**src/rtl/mem_port_arb.sv**
```systemverilog
// Shares one variable-latency memory port between instruction fetch and load/store.
// Data has priority; a streak counter guarantees fetch progress and a timeout turns a hung access into an error.
module mem_port_arb #(
    parameter int TIMEOUT         = 255,
    parameter int FETCH_GUARANTEE = 4
) (
    input  logic        clk,
    input  logic        rst,
    input  logic        if_req,
    input  logic [31:0] if_addr,
    output logic        if_done,
    output logic [31:0] if_rdata,
    input  logic        d_req,
    input  logic        d_we,
    input  logic [31:0] d_addr,
    input  logic [31:0] d_wdata,
    input  logic [3:0]  d_be,
    output logic        d_done,
    output logic [31:0] d_rdata,
    output logic        err,
    output logic        m_req,
    output logic        m_we,
    output logic [31:0] m_addr,
    output logic [31:0] m_wdata,
    output logic [3:0]  m_be,
    input  logic        m_ready,
    input  logic [31:0] m_rdata
);

    localparam int SW = (FETCH_GUARANTEE < 1) ? 1 : $clog2(FETCH_GUARANTEE + 1);
    localparam int TW = (TIMEOUT < 1) ? 1 : $clog2(TIMEOUT + 1);
    localparam logic [SW-1:0] STREAK_MAX  = SW'(FETCH_GUARANTEE);
    localparam logic [TW-1:0] TIMEOUT_MAX = TW'(TIMEOUT);

    typedef enum logic [1:0] {
        IDLE    = 2'd0,
        BUSY_IF = 2'd1,
        BUSY_D  = 2'd2
    } state_t;

    state_t        state;
    logic [SW-1:0] streak;
    logic [TW-1:0] tcnt;

    logic if_cand;
    logic d_cand;
    logic grant_if;
    logic grant_d;
    logic finish;

    function automatic logic [SW-1:0] streak_step(input logic [SW-1:0] v);
        return (v >= STREAK_MAX) ? STREAK_MAX : v + 1'b1;
    endfunction

    // A requester completing this cycle is masked so it can drop req alongside its done.
    always_comb begin
        if_cand  = if_req && !if_done;
        d_cand   = d_req && !d_done;
        grant_d  = d_cand && !(if_cand && (streak == STREAK_MAX));
        grant_if = if_cand && !grant_d;
        finish   = m_ready || (tcnt == TIMEOUT_MAX);
    end

    always_ff @(posedge clk) begin
        if (rst) begin
            state    <= IDLE;
            streak   <= '0;
            tcnt     <= '0;
            m_req    <= 1'b0;
            m_we     <= 1'b0;
            m_addr   <= '0;
            m_wdata  <= '0;
            m_be     <= '0;
            if_done  <= 1'b0;
            d_done   <= 1'b0;
            if_rdata <= '0;
            d_rdata  <= '0;
            err      <= 1'b0;
        end else begin
            if_done <= 1'b0;
            d_done  <= 1'b0;
            err     <= 1'b0;
            case (state)
                IDLE: begin
                    if (grant_d) begin
                        state   <= BUSY_D;
                        m_req   <= 1'b1;
                        m_we    <= d_we;
                        m_addr  <= d_addr;
                        m_wdata <= d_wdata;
                        m_be    <= d_be;
                        tcnt    <= '0;
                        streak  <= if_req ? streak_step(streak) : '0;
                    end else if (grant_if) begin
                        state   <= BUSY_IF;
                        m_req   <= 1'b1;
                        m_we    <= 1'b0;
                        m_addr  <= if_addr;
                        m_wdata <= '0;
                        m_be    <= 4'b1111;
                        tcnt    <= '0;
                        streak  <= '0;
                    end
                end
                BUSY_IF, BUSY_D: begin
                    if (finish) begin
                        // m_ready wins over an expiring timeout on the same edge.
                        if (state == BUSY_IF) begin
                            if_done  <= 1'b1;
                            if_rdata <= m_ready ? m_rdata : '0;
                        end else begin
                            d_done  <= 1'b1;
                            d_rdata <= m_ready ? m_rdata : '0;
                        end
                        err   <= !m_ready;
                        m_req <= 1'b0;
                        state <= IDLE;
                    end else begin
                        tcnt <= tcnt + 1'b1;
                    end
                end
                default: begin
                    state <= IDLE;
                    m_req <= 1'b0;
                end
            endcase
        end
    end

endmodule

```
**config.mk**
```make
export PLATFORM = sky130hd
export DESIGN_NAME = mem_port_arb
export DESIGN_NICKNAME = d
export VERILOG_FILES = /design/src/rtl/mem_port_arb.sv
export SDC_FILE = /design/constraint.sdc
export NUM_CORES = 1
export LEC_CHECK = 0
export CELL_PAD_IN_SITES_DETAIL_PLACEMENT = 1
export CELL_PAD_IN_SITES_GLOBAL_PLACEMENT = 1
export CORE_MARGIN = 2
export CORE_UTILIZATION = 31
export CTS_CLUSTER_DIAMETER = 200
export DETAILED_ROUTE_END_ITERATION = 10
export PLACE_DENSITY = 0.93
export SLEW_MARGIN = 20
export SYNTH_ARGS = -nofsm -noshare
export SYNTH_HDL_FRONTEND = slang
export SYNTH_SLANG_ARGS = --single-unit
```
**constraint.sdc**
```tcl
create_clock -name clk -period 4.3 [get_ports clk]
set_input_delay 0.86 -clock clk [delete_from_list [all_inputs] [get_ports clk]]
set_output_delay 0.86 -clock clk [all_outputs]
set_load 0.01 [all_outputs]
```
After elaboration in Yosys (flattened, before gate mapping)

Index checks and enable logic that the tools add are counted.

Bits in registers: 150
Input bits: 138
Output and inout bits: 137
Word-level logic and storage cells: 74

$add $sub $neg: 2
Order comparisons: 1
Eq/ne operators: 7
Mux-type cells: 27
Bitwise operators: 3
Reductions and logical operators: 21

Operator list:

| kind                  | number |
|---|---|
| $mux W32              | 5 |
| $mux W8               | 3 |
| $pmux W8 S2           | 1 |
| $mux W3               | 4 |
| $reduce_and A3 Y1     | 3 |
| $add A8 B1 Y8 const B | 1 |
| $eq A8 B8 Y1 const B  | 1 |
| $mux W4               | 2 |
| $mux W1               | 7 |
| $mux W2               | 3 |
| $logic_and A1 B1 Y1   | 5 |
| $logic_not A1 Y1      | 5 |
| $ne A2 B2 Y1 const B  | 2 |
| $pmux W2 S2           | 1 |
| $reduce_and A2 Y1     | 2 |
| $reduce_bool A2 Y1    | 2 |
| $add A3 B1 Y3 const B | 1 |
| $eq A3 B3 Y1 const B  | 1 |
| $ge A3 B3 Y1 const B  | 1 |
| $ne A3 B3 Y1 const B  | 1 |
| $not A1 Y1            | 3 |
| $reduce_or A3 Y1      | 1 |
| $eq A2 B1 Y1 const B  | 1 |
| $eq A2 B2 Y1 const B  | 1 |
| other kinds (4)       | 4 |

Depth between registers and ports, before layout

Depth in word-level cells: 10
Depth in mapped cells: 10
Mapped depth without buffers: 7

Worst setup path after synthesis

OpenSTA, ideal clock, no wires.

Path kind: input port to flip-flop
From: input port m_ready
To: register tcnt[7]
Setup time: 0.092 ns
Arrival time: 1.988 ns
Required time: 4.208 ns
Path slack: 2.220 ns
Stages: 5
Buffers on the path: 0
Cell sequence: nand2b_1 > or2_1 > or2_0 > or3_1 > o32ai_1

Cells in the longest elaborated chain, start to end: 3

Ends and longest elaborated chain:

| item                        | RTL line | source |
|---|---|---|
| from (decl)                 | 26       | `input logic m_ready,` |
| $logic_or A1 B1 Y1          | 61       | `finish = m_ready \|\| (tcnt == TIMEOUT_MAX);` |
| $ne A2 B2 Y1 (no line)      | -        |  |
| $reduce_and A3 Y1 (no line) | -        |  |
| to (signal assigned)        | 119      | `tcnt <= tcnt + 1'b1;` |
| to (decl)                   | 43       | `logic [TW-1:0] tcnt;` |

Every way passes these cells.
A chain may end at the register's enable or synchronous reset.

Worst setup path in the final report

From: register state[0]
To: register d_rdata[4]

Cells in the longest elaborated chain, start to end: 3
Elaborated cells between the ends (all ways): 5
Those cells by class: eq/ne: 2; bitwise: 1; reduce/logical: 2

Ends and longest elaborated chain:

| item                                           | RTL line | source |
|---|---|---|
| from (decl)                                    | 41       | `state_t state;` |
| from (signal assigned)                         | 66       | `state <= IDLE;` |
| from (signal assigned)                         | 86       | `state <= BUSY_D;` |
| from (signal assigned)                         | 95       | `state <= BUSY_IF;` |
| $eq A2 B1 Y1 or $eq A2 B2 Y1 (tied branches)   | 83, 108  |  |
| $reduce_or A2 Y1 or $not A1 Y1 (tied branches) | -        |  |
| $reduce_and A3 Y1 (no line) *                  | -        |  |
| to (signal assigned)                           | 113      | `d_rdata <= m_ready ? m_rdata : '0;` |
| to (decl)                                      | 19       | `output logic [31:0] d_rdata,` |

Every way passes the cells marked *; elsewhere a longest branch is shown, timed or not.

==> metrics.txt <==
Max Slew Vio Count=0; grt total ovfl=0; ant diodes=0; number of setup buffers added after CTS=0; Residual DRC=0; Worst Tran Pin Value=~0.94 ns; WL final=21930 um; commonest cells after routing, fill and taps aside=clkdlybuf4s50_1 (272), dfxtp_1 (150), nand2_1 (145); worst reg2reg endpoint=d_rdata[4]; syn nets=852; cell count of the worst hold path=2; Post-Route Skew=0.009774 ns; HP Class=reg2reg; final hold violation count=0; hold endpoint=if_rdata[25]; Seq pwr share=0.409; worst hold start=if_rdata[25]; sequential fraction of the synthesis area=0.5152; Antenna Violating Nets Remaining=0; Reg area=3003 sq um; fin crit share=0.6536; Avg WL per Cell=18.28 um; Switch Pwr=0.001118 W; Mapped Cells=709; Netlist Area Pre-Place=5828 sq um; Logic pwr share=0.205; Sink Count=150; sequence of cells on the critical path=inv_1 -> ha_1 -> nand2_1 -> o31a_1 -> nor2_2 -> buf_4 -> nand3_1 -> a21oi_1; crit path kind=reg2reg; share of post-route cells with drive strength above 1=0.05487; CTS clock-pin slew for the worst setup and hold paths=0.07 ns; initial drt markers=356; reg-to-reg startpoint=state[0]; Vias/cell=5.203; # hold bufs at CTS=0; Max VDD drop=0.2732 mV; data arrival time of the critical path=3.15 ns; Post-synth EDFFs=0; commonest non-fill, non-tap cell in the layout=clkdlybuf4s50_1; Synth area leader=dfxtp_1; post-synth cell types=38; # resized after CTS=0; endpoint type of the worst setup path=register; fmax=355.8 MHz; multi-input logic area=2547 sq um; largest net degree at the start of global routing=87; Clk Latency, worst-skew pair=0.42 ns; CP max stage delay=0.83 ns; vias in the first global route=between 6000 and 7000; CTS max path bufs=2; Yosys top cell area share=0.5152; Mapped Avg Cell Area=between 8 and 9 sq um; Buffers on Ports=274; Fin Setup TNS=0 ns; Total GRT Usage=0.2160; Max stage delay cell, worst path=ha_1; final net count=1096; die width=141.1 um; Final Util=0.4989; GP Congestion=0.8259; internal power=roughly 0.0026 W; hpwl dp=around 15000 um; RSZ-0062 raised after global routing=no; First-pass DRT Iterations=4; Max Fanout on Critical Path=25; clock power share=0.385; initial antenna violation count=0; IO Count=275; Synth Register Bits=150; Top FF cell, synth=dfxtp_1; R2R Setup Slk=1.49 ns; CP Launch Type=register; Worst Reg-to-Reg Cells=8; die height=141.1 um; Async SR Flop Fraction=0; CTS tree=built; LEAKAGE=~3.3 nW; status=complete, no violations; Ys Warns=0; ranking of synthesized cells by area=dfxtp_1 (52%), nand2_1 (9.3%), a21oi_1 (6.4%); fillers=2142; Starting Density=0.3137; Synth-to-Final Area Change=59.06%; first-pass GRT wire length=34300 um; H-tree levels=4; sw frac=0.2983; Root Driver=clkbuf_16; Max-slew headroom=0.3765; via count=6243; Worst Path Required=4.64 ns; CORE AREA=~19000 sq um; std cell rows=50; total CTS buffers=17; MaxCap Viol Count=0; Pwr Density=roughly 400 nW/um^2; crit path time final=2.811 ns; Die Area=19910 sq um; Final setup viols=0
==> power groups by stage <==
stage | sequential, W | combinational, W | clock [W]
after floorplan | 0.00160 | 0.000318 | 0
after global placement | 0.00156 | 0.000747 | 0
after detailed placement | 0.00157 | 0.000768 | 0
after CTS | 0.00154 | 0.000774 | 0.00148
after global routing | 0.00154 | 0.000833 | 0.00154
final | 0.00153 | 0.000769 | 0.00144
==> registers in the layout (all words and copies together) (netlist names) <==
register and flops:
tcnt 8, streak 3, m_be 4, if_done 1, err 1, m_we 1
m_wdata 32, d_rdata 32, m_req 1, d_done 1, if_rdata 32, state 2
m_addr 32
==> cell usage after synthesis, types with 3 or more instances <==
master / number
dfxtp_1: 150
nand2_1: 145
nor2_1: 80
a21oi_1: 75
clkbuf_1: 44
nand3_1: 44
a22oi_1: 33
a311oi_1: 33
nand4_1: 33
buf_2: 9
inv_1: 6
nand2b_1: 6
nor3_1: 6
buf_1: 5
ha_1: 5
o22ai_1: 5
a31oi_1: 3
buf_6: 3
==> per-layer routing <==
metal / up-vias / GRT usage / part of all wire
li1: 2979 / - / -
met1: 3013 / 0.2429 / 0.39
met2: 196 / 0.3878 / 0.52
met3: 55 / 0.05231 / 0.050
met4: 0 / 0.09421 / 0.037
met5: - / 0 / 0
==> worst max path at each step <==
stage                   from     endpoint  slack, ns  cells past startpoint
finish              state[0]   d_rdata[4]       1.49                      8
global route        state[0]   d_rdata[6]       1.22                      8
CTS                 state[0]   d_rdata[8]       1.44                      8
detailed placement     d_req  m_wdata[16]       1.20                      8
global placement      if_req      m_be[0]       1.33                      7
floorplan            m_ready      tcnt[7]       2.22                      5
==> kinds of logic (layout without fill, tap and decap cells) <==
group / after synthesis / after routing / share of synthesized area
fa+ha+maj: 5 / 5 / 0.01073
mux: 1 / 1 / 0.001718
simple gates: 325 / 325 / 0.2424
compound gates: 160 / 160 / 0.1797
buf+inv: 68 / 325 / 0.05024
flops: 150 / 150 / 0.5152
==> cell type report <==
cell class                 instances  area share
tap                              234     0.03158
timing repair buffer             287      0.3056
clock buffer                      18     0.04737
sequential                       150      0.3239
clock inverter                    14     0.01431
inverter                           6    0.002429
multi-input combinational        491      0.2748
==> stage by stage <==
stage | total power, W | area [sq um] | hold WS (ns) | instances | setup WS, ns
final | 0.003748 | 9270 | 0.4572 | 1200 | 1.489
after global routing | 0.003917 | 9270 | 0.4795 | 1200 | 1.219
after global placement | 0.002307 | 8698 | 0.4408 | 1168 | 1.329
after CTS | 0.003787 | 9270 | 0.4604 | 1200 | 1.441
after detailed placement | 0.002333 | 8698 | 0.4514 | 1168 | 1.202
after floorplan | 0.001919 | 5828 | 0.4486 | 709 | 2.220
==> critical path: cells and delay by family, from the launching register on <==
kind | cells | cell delay (ns)
compound gates | 2 | 0.52
fa+ha+maj | 1 | 0.83
buf+inv | 2 | 0.44
flops | 1 | 0.38
simple gates | 3 | 0.56
Note: power is estimated with default switching activity, not from simulation.
